**config.mk**
```make
export PLATFORM = sky130hd
export DESIGN_NAME = pwm_ramp_ctrl
export DESIGN_NICKNAME = d
export VERILOG_FILES = /design/src/rtl/pwm_pkg.sv /design/src/rtl/pwm_period_timer.sv /design/src/rtl/pwm_ramp_ctrl.sv
export SDC_FILE = /design/constraint.sdc
export NUM_CORES = 1
export LEC_CHECK = 0
export BUFFER_PORTS_ARGS = -buffer_cell sky130_fd_sc_hd__buf_2
export CAP_MARGIN = 20
export CELL_PAD_IN_SITES_DETAIL_PLACEMENT = 1
export CELL_PAD_IN_SITES_GLOBAL_PLACEMENT = 1
export CORE_MARGIN = 10
export CORE_UTILIZATION = 48
export CTS_CLUSTER_DIAMETER = 100
export DETAILED_ROUTE_END_ITERATION = 12
export PLACE_DENSITY_LB_ADDON = 0.1
export SLEW_MARGIN = 20
export SYNTH_ARGS = -nofsm -noshare
export SYNTH_HDL_FRONTEND = slang
export SYNTH_HIERARCHICAL = 1
export SYNTH_SLANG_ARGS = --single-unit
```
**constraint.sdc**
```tcl
create_clock -name clk -period 7.3 [get_ports clk]
set_clock_uncertainty 0.15 [all_clocks]
set_input_delay 1.46 -clock clk [delete_from_list [all_inputs] [get_ports clk]]
set_output_delay 1.46 -clock clk [all_outputs]
set_load 0.02 [all_outputs]
```
**src/rtl/pwm_pkg.sv**
```systemverilog
// Shared definitions for the PWM ramp controller.
// Holds the ramp FSM state encoding so the controller and any
// monitoring logic agree on the 2-bit state values.
package pwm_pkg;

    typedef enum logic [1:0] {
        ST_IDLE = 2'd0,
        ST_RAMP = 2'd1,
        ST_HOLD = 2'd2
    } pwm_state_t;

endpackage

```
**src/rtl/pwm_period_timer.sv**
```systemverilog
// PWM period counter.
// Counts 0..PERIOD-1 and wraps. While clear is high the counter is
// forced to 0 on the next edge.
// Ports:
//   clk, rstn    - clock, asynchronous active-low reset
//   clear        - hold/return the counter to 0
//   active       - qualifies period_done (controller not idle)
//   cnt          - current position within the period
//   period_done  - high on the last cycle of each period while active
module pwm_period_timer
#(
    parameter int PERIOD = 16,
    parameter int CNT_W  = 4
)
(
    input  logic             clk,
    input  logic             rstn,
    input  logic             clear,
    input  logic             active,
    output logic [CNT_W-1:0] cnt,
    output logic             period_done
);

    localparam logic [CNT_W-1:0] LAST = CNT_W'(PERIOD - 1);

    always_ff @(posedge clk or negedge rstn) begin
        if (!rstn) begin
            cnt <= '0;
        end else if (clear || (cnt == LAST)) begin
            cnt <= '0;
        end else begin
            cnt <= cnt + 1'b1;
        end
    end

    assign period_done = active && (cnt == LAST);

endmodule

```
**src/rtl/pwm_ramp_ctrl.sv**
```systemverilog
// PWM generator with a slew-limited duty ramp.
// A new target duty is accepted whenever the controller is not ramping;
// the applied duty then moves toward it by at most STEP per period, only
// at period boundaries, so the waveform never glitches mid-period.
//
// state | meaning
// ------+-----------------------------------------------------------
// IDLE  | disabled, counter held at 0, output low
// RAMP  | stepping cur_duty toward target once per period
// HOLD  | cur_duty equals target, waveform steady, commands accepted
//
// Ports:
//   clk, rstn    - clock, asynchronous active-low reset
//   en           - run enable; low forces IDLE on the next edge
//   cmd_valid    - new target duty offered
//   cmd_duty     - requested duty in high cycles per period
//   cmd_ready    - command accepted when high together with cmd_valid
//   pwm_out      - PWM waveform
//   period_done  - pulse on the last cycle of each period
//   busy         - high while ramping
//   cur_duty     - duty currently applied
module pwm_ramp_ctrl
    import pwm_pkg::*;
#(
    parameter  int PERIOD = 16,
    parameter  int STEP   = 1,
    localparam int DUTY_W = $clog2(PERIOD + 1)
)
(
    input  logic              clk,
    input  logic              rstn,
    input  logic              en,
    input  logic              cmd_valid,
    input  logic [DUTY_W-1:0] cmd_duty,
    output logic              cmd_ready,
    output logic              pwm_out,
    output logic              period_done,
    output logic              busy,
    output logic [DUTY_W-1:0] cur_duty
);

    localparam int                CNT_W    = (PERIOD > 1) ? $clog2(PERIOD) : 1;
    localparam logic [DUTY_W-1:0] DUTY_MAX = DUTY_W'(PERIOD);

    pwm_state_t        state;
    pwm_state_t        state_nxt;
    logic [CNT_W-1:0]  cnt;
    logic [DUTY_W-1:0] target;
    logic [DUTY_W-1:0] sat_duty;
    logic [DUTY_W-1:0] duty_next;
    logic              cmd_hs;
    logic              duty_upd;
    logic              tmr_clear;
    logic              tmr_active;

    // One slew step from cur toward tgt, landing exactly on tgt when
    // the remaining distance is within STEP.
    function automatic logic [DUTY_W-1:0] step_toward(input logic [DUTY_W-1:0] cur,
                                                      input logic [DUTY_W-1:0] tgt);
        logic [DUTY_W-1:0] res;
        res = tgt;
        if (tgt > cur) begin
            if (int'(tgt - cur) > STEP) begin
                res = cur + DUTY_W'(STEP);
            end
        end else if (cur > tgt) begin
            if (int'(cur - tgt) > STEP) begin
                res = cur - DUTY_W'(STEP);
            end
        end
        return res;
    endfunction

    // Clearing on !en as well makes the counter read 0 on the same edge
    // the FSM drops into IDLE.
    assign tmr_clear  = (state == ST_IDLE) || !en;
    assign tmr_active = (state != ST_IDLE);

    pwm_period_timer #(
        .PERIOD (PERIOD),
        .CNT_W  (CNT_W)
    ) u_timer (
        .clk         (clk),
        .rstn        (rstn),
        .clear       (tmr_clear),
        .active      (tmr_active),
        .cnt         (cnt),
        .period_done (period_done)
    );

    assign cmd_hs    = cmd_valid && cmd_ready;
    assign sat_duty  = (cmd_duty > DUTY_MAX) ? DUTY_MAX : cmd_duty;
    assign duty_upd  = (state == ST_RAMP) && period_done;
    assign duty_next = step_toward(cur_duty, target);

    // cur_duty only moves on period_done, so the new value first applies
    // at cnt == 0 of the following period.
    always_ff @(posedge clk or negedge rstn) begin
        if (!rstn) begin
            target   <= '0;
            cur_duty <= '0;
        end else begin
            if (cmd_hs) begin
                target <= sat_duty;
            end
            if (duty_upd) begin
                cur_duty <= duty_next;
            end
        end
    end

    always_ff @(posedge clk or negedge rstn) begin
        if (!rstn) begin
            state <= ST_IDLE;
        end else begin
            state <= state_nxt;
        end
    end

    // HOLD compares against the registered target, so a differing
    // command moves to RAMP the cycle after its handshake.
    always_comb begin
        state_nxt = state;
        case (state)
            ST_IDLE: begin
                if (en) begin
                    state_nxt = (target != cur_duty) ? ST_RAMP : ST_HOLD;
                end
            end
            ST_RAMP: begin
                if (duty_upd && (duty_next == target)) begin
                    state_nxt = ST_HOLD;
                end
            end
            ST_HOLD: begin
                if (target != cur_duty) begin
                    state_nxt = ST_RAMP;
                end
            end
            default: state_nxt = ST_IDLE;
        endcase
        if (!en) begin
            state_nxt = ST_IDLE;
        end
    end

    always_comb begin
        busy      = (state == ST_RAMP);
        cmd_ready = (state != ST_RAMP);
        pwm_out   = (state != ST_IDLE) && (DUTY_W'(cnt) < cur_duty);
    end

endmodule

```
## After elaboration in Yosys (flattened, before gate mapping)

Cells that the tools add are included.

- Output and inout port bits: 9
- Logic and storage cells: 45
- Bits of input ports: 9
- Bits in registers: 16

- Order comparisons: 6
- Reductions and logical operators: 11
- Add/subtract/negate cells: 5
- Equality and inequality tests: 8
- Multiplexer cells: 11

Operators by type and width:

| cell | count |
|---|---|
| $mux 5 | 5 |
| $gt 6x2->1 const B | 2 |
| $sub 5x5->6 | 2 |
| $gt 5x5->1 | 2 |
| $mux 2 | 4 |
| $pmux 2 s3 | 1 |
| $add 5x1->5 const B | 1 |
| $eq 5x5->1 | 1 |
| $gt 5x5->1 const B | 1 |
| $logic_and 1x1->1 | 5 |
| $lt 4x5->1 | 1 |
| $ne 5x5->1 | 1 |
| $sub 5x1->5 const B | 1 |
| $add 4x1->4 const B | 1 |
| $eq 4x4->1 const B | 1 |
| $mux 4 | 1 |
| $ne 3x2->1 const B | 1 |
| $ne 3x3->1 const B | 1 |
| $eq 2x1->1 const B | 1 |
| $eq 2x2->1 const B | 1 |
| $logic_not 2->1 | 1 |
| $logic_or 1x1->1 | 2 |
| $ne 2x1->1 const B | 1 |
| $reduce_and 2->1 | 1 |
| other kinds (2) | 2 |

## Longest topological paths before layout

- Depth after elaboration: 10
- Depth in mapped cells: 12
- Depth with buffers taken out: 11

## Cells and area by module

The synthesis kept the hierarchy.

Modules (own cells, without submodules):

| module | times used | area each (µm²) | seq. area each (µm²) | cells an instance |
|---|---|---|---|---|
| pwm_ramp_ctrl | 1 | 1367.6 | 300.3 | 160 |
| pwm_period_timer | 1 | 176.4 | 100.1 | 14 |

## Least setup slack after synthesis

No wires, ideal clock.

- Kind: reg-to-reg
- From: register cur_duty[2]
- To: register state[0]
- Buffers on the path: 2
- Arrival: 3.055 ns
- Clock period less this slack: 3.328 ns
- Library setup time: 0.123 ns
- Setup slack: 3.972 ns
- Stages on the path, launching flop included: 13
- Data required time: 7.027 ns
- Path through: dfrtp_1 clkbuf_1 inv_1 ha_1 buf_6 nand2b_4 a21oi_2 xor2_2 o32ai_2 a2111oi_4 a22oi_2 a311o_1 o221a_1

- Word-level cells in the longest chain between the ends: 9
- Elaborated cells between the ends (all ways): 21
- Those cells by class: 4 x add/sub; 4 x order compare; 4 x eq/ne; 7 x mux; 2 x reduce/logical

RTL lines:

| item | line | source |
|---|---|---|
| from (decl) | pwm_ramp_ctrl.sv:39 | `output logic [DUTY_W-1:0] cur_duty` |
| from (signal assigned) | pwm_ramp_ctrl.sv:107 | `cur_duty <= duty_next;` |
| $sub 5x5->6 | pwm_ramp_ctrl.sv:67 | `if (int'(cur - tgt) > STEP) begin` |
| $gt 6x2->1 | pwm_ramp_ctrl.sv:67 |  |
| $mux 5 | pwm_ramp_ctrl.sv:67 |  |
| $mux 5 | pwm_ramp_ctrl.sv:66 | `end else if (cur > tgt) begin` |
| $mux 5 | pwm_ramp_ctrl.sv:62 | `if (tgt > cur) begin` |
| $eq 5x5->1 | pwm_ramp_ctrl.sv:131 | `if (duty_upd && (duty_next == target)) begin` |
| $logic_and 1x1->1 | pwm_ramp_ctrl.sv:131 |  |
| $ne 3x2->1 (no source line) | - |  |
| $reduce_and 2->1 (no source line) | - |  |
| to (signal assigned) | pwm_ramp_ctrl.sv:116 | `state <= state_nxt;` |
| to (decl) | pwm_ramp_ctrl.sv:45 | `pwm_state_t state;` |

Several ways; a longest one is shown, not always the timed one.
A chain may end at the register's enable or synchronous reset.

## Worst setup path in the final report

- From: register cur_duty[1]
- To: output port pwm_out

- Word-level cells in the longest chain between the ends: 2

RTL lines:

| item | line | source |
|---|---|---|
| $lt 4x5->1 | pwm_ramp_ctrl.sv:150 | `pwm_out = (state != ST_IDLE) && (DUTY_W'(cnt) < cur_duty);` |
| $logic_and 1x1->1 | pwm_ramp_ctrl.sv:150 |  |
| to (decl) | pwm_ramp_ctrl.sv:36 | `output logic pwm_out,` |

Every way passes these cells.

==> results.txt <==
----------------------------------------------------
[Run status]
  Status ... completed

[Placement]
  Area after DPL ... 1650 um^2
  HPWL Detailed ... 3300 um
  Routability Congestion ... 0.836
  Pre-CTS setup slack ... 3.66 ns
  Number of I/O port buffers ... 17

[Clocking]
  TritonCTS clock tree ... built
  Number of buffers created by CTS ... 3
  Longest Clk Path Bufs ... 2
  Clock transition at path regs ... 0.10 ns
  Cts hold-fix bufs ... 0
  Cell chosen for the clock root ... clkbuf_4
  Total clock sinks ... 16
  Setup repair bufs after CTS ... 0
  Post-cts sizing count ... 0
  CTS HTree Levels ... 1
  Clock latency reported for the late side of the worst-skew pair ... 0.29 ns

[Timing]
  Number of setup violations in the final report ... 0
  Part of the cycle the worst path needs ... 51.3%
  Worst-case setup margin in the final layout ... 3.56 ns
  Fmax ... 267 MHz
  Final critical delay including setup and external delays ... 3.74 ns
  Worst rel slew slack ... 47.2%
  Final Max Tran Viols ... 0
  Number of hold violations in the final report ... 0
  Unrepaired setup endpoints after global routing ... false
  Tightest Pin Transition ... 0.792 ns
  Total Negative Setup Slacks ... 0 ns

[Drt]
  Count of unresolved DRC violations after routing ... 0
  Routed length per instance ... 17.1 um
  Number of detailed-routing iterations run before antenna repair ... 4
  Initial drt markers ... 86
  Final antenna-violating net count ... 0
  Routed via count divided by cell count ... 5.62
  Wire length reported by the detailed router ... 4020 um
  Total number of vias ... 1320

[Logic synthesis]
  Cell with the most instances after synthesis ... nand2_1
  Proportion of synthesized chip area in sequential cells ... 25.9%
  Library cells used by synthesis ... 46
  Mean instance size in the synthesized netlist ... 8.87 um^2
  Flip-flop cell with the highest count after synthesis ... dfrtp_1
  Number of flops mapped to enable cells by yosys ... 0
  Dominant cells by area after synthesis ... dfrtp_1, ha_1, xnor2_1
  Cell count after synthesis ... 174
  Ys async rst share ... 100%
  Yosys warning total ... 6
  Post-synth top area share ... 25.9%
  Synth cell count leaders ... nand2_1, dfrtp_1, ha_1, inv_1, o21ai_0
  Yosys reg bits ... 16
  Synthesized Nets ... 201
  Cell area after technology mapping ... 1540 um^2
  Dominant cell type by area after synthesis ... dfrtp_1

[GRT]
  Wire length of the first global-routing pass ... 6820 um
  Initial antenna violation count ... 0
  Global-route total usage across every layer ... 13.7%
  Largest net degree at the start of global routing ... 17
  Via count of the first global-routing pass ... 1386
  Leftover overflow at the end of global routing ... 0

[Pwr]
  P_leak ... 0.777 nW
  Max VDD drop ... 0.0966 mV
  Total power per unit cell area ... 214 nW/um^2

[Worst setup path]
  Critical path arrival ... 2.13 ns
  Type of destination of the critical path ... primary output
  Startpoint Class ... flop
  Worst Path Required ... 5.69 ns
  Category of the most critical setup path ... reg -> out
  Launching point of the worst reg2reg path ... cur_duty[0]$_DFFE_PN0P_
  First element of the critical path ... cur_duty[1]$_DFFE_PN0P_
  Critical path peak fanout ... 7

[Worst hold path]
  Launch instance of the worst min-delay path ... u_timer/cnt[0]$_DFF_PN0_
  Min-delay worst type ... reg -> reg

[Layout]
  Fill cell total of the finished layout ... 393
  Area growth, synth to finish ... 9.48%
  Post-route cell area ... 1690 um^2
  Fraction of layout instances using a drive strength above 1 ... 18.8%
  Combined area of the multi-input logic cells ... 1050 um^2
  Number of antenna cells inserted ... 0
  Layout Nets ... 219
  Combined flip-flop and latch cell area ... 400 um^2

[Floorplanning]
  Die Footprint ... 5890 um^2
  I/O pin count ... 18
  Placement row count ... 20
  Die X-Extent ... 76.7 um
  Core Area ... 3080 um^2
  Vertical extent of the die ... 76.7 um
  Starting utilization of the core area ... 50.2%

[Run]
  Total of max-cap violations ... 0

----------------------------------------------------
-- per-layer routing --
layer  global-route usage, %  vias to the layer above  wire length, um
met1                    16.5                      652             1840
met5                       0                        -                0
met3                    2.45                        2              121
met4                    2.97                        0               23
met2                    24.4                       20             2030
li1                        -                      646                -
-- logic make-up (layout without fill, tap and decap cells) --
logic type,Yosys count,after routing,share of synthesized area (%)
AND/OR/NAND/NOR,50,50,16.9
flip-flops,16,16,25.9
AO/OA/AOI/OAI,52,52,24.8
multiplexers,2,2,1.46
XOR/XNOR,16,16,9.56
buffers and inverters,20,37,5.83
adder cells (fa/ha/maj),18,18,15.6
-- critical path, cell delays in order (launching register included) --
cell	delay [ns]
dfrtp_1	0.50
inv_1	0.21
ha_1	0.32
o21ai_0	0.08
nand2b_1	0.08
a21o_1	0.19
a21oi_1	0.18
o21a_1	0.13
buf_2	0.16
-- registers in the layout (all words and copies together), names as in the netlist --
register and flops:
cur_duty 5, state 2, target 5, u_timer/cnt 4
-- metrics by stage --
step                power [mW]  hold slack, ns  utilization, %  std cells
detailed placement       0.301           0.352            53.7        231
finish                   0.361           0.367            54.9        235
global placement         0.296           0.343            53.7        231
floorplan                0.259           0.317               -        174
CTS                      0.364           0.370            54.9        235
global route             0.392           0.416            54.9        235
-- cells in the final DEF, fill, tap and decap left out, types with 2 or more instances in the layout --
| master | n |
|---|---|
| a21o_1 | 3 |
| a21oi_1 | 12 |
| a22oi_1 | 2 |
| a31oi_1 | 2 |
| buf_2 | 17 |
| clkbuf_4 | 3 |
| dfrtp_1 | 16 |
| fa_1 | 2 |
| ha_1 | 16 |
| inv_1 | 16 |
| mux2_2 | 2 |
| nand2_1 | 18 |
| nand2b_1 | 8 |
| nand3_1 | 2 |
| nor2_1 | 7 |
| nor2b_1 | 2 |
| nor3_1 | 4 |
| o21ai_0 | 14 |
| o31ai_1 | 2 |
| o32ai_2 | 2 |
| or2_2 | 2 |
| xnor2_1 | 10 |
| xor2_1 | 5 |
-- area by class of cell --
type,count,area share [%]
repair buffers,17,5.03
clock buffers,4,2.15
flip-flops and latches,16,23.7
inverters,16,3.55
well taps,44,3.26
multi-input cells,138,62.3
-- worst paths after layout --
kind,to,slack [ns],cells after the start
worst max-delay path,pwm_out,3.56,8
worst min-delay path,u_timer/cnt[0]$_DFF_PN0_,0.37,1
worst max register to register,state[0]$_DFFE_PN0P_,3.57,11
worst min register to register,u_timer/cnt[0]$_DFF_PN0_,0.37,1
max in group asynchronous,cur_duty[3]$_DFFE_PN0P_,5.81,1
min in group asynchronous,u_timer/cnt[0]$_DFF_PN0_,0.92,1
-- report_power, final --
part | internal (mW) | switching [mW] | total, mW | leakage [nW]
clock network | 0.0304 | 0.0297 | 0.0601 | 0.0210
registers | 0.0975 | 0.0151 | 0.113 | 0.215
logic | 0.0763 | 0.112 | 0.188 | 0.541
total | 0.204 | 0.157 | 0.361 | 0.777
Power figures use the tool's default switching activity.
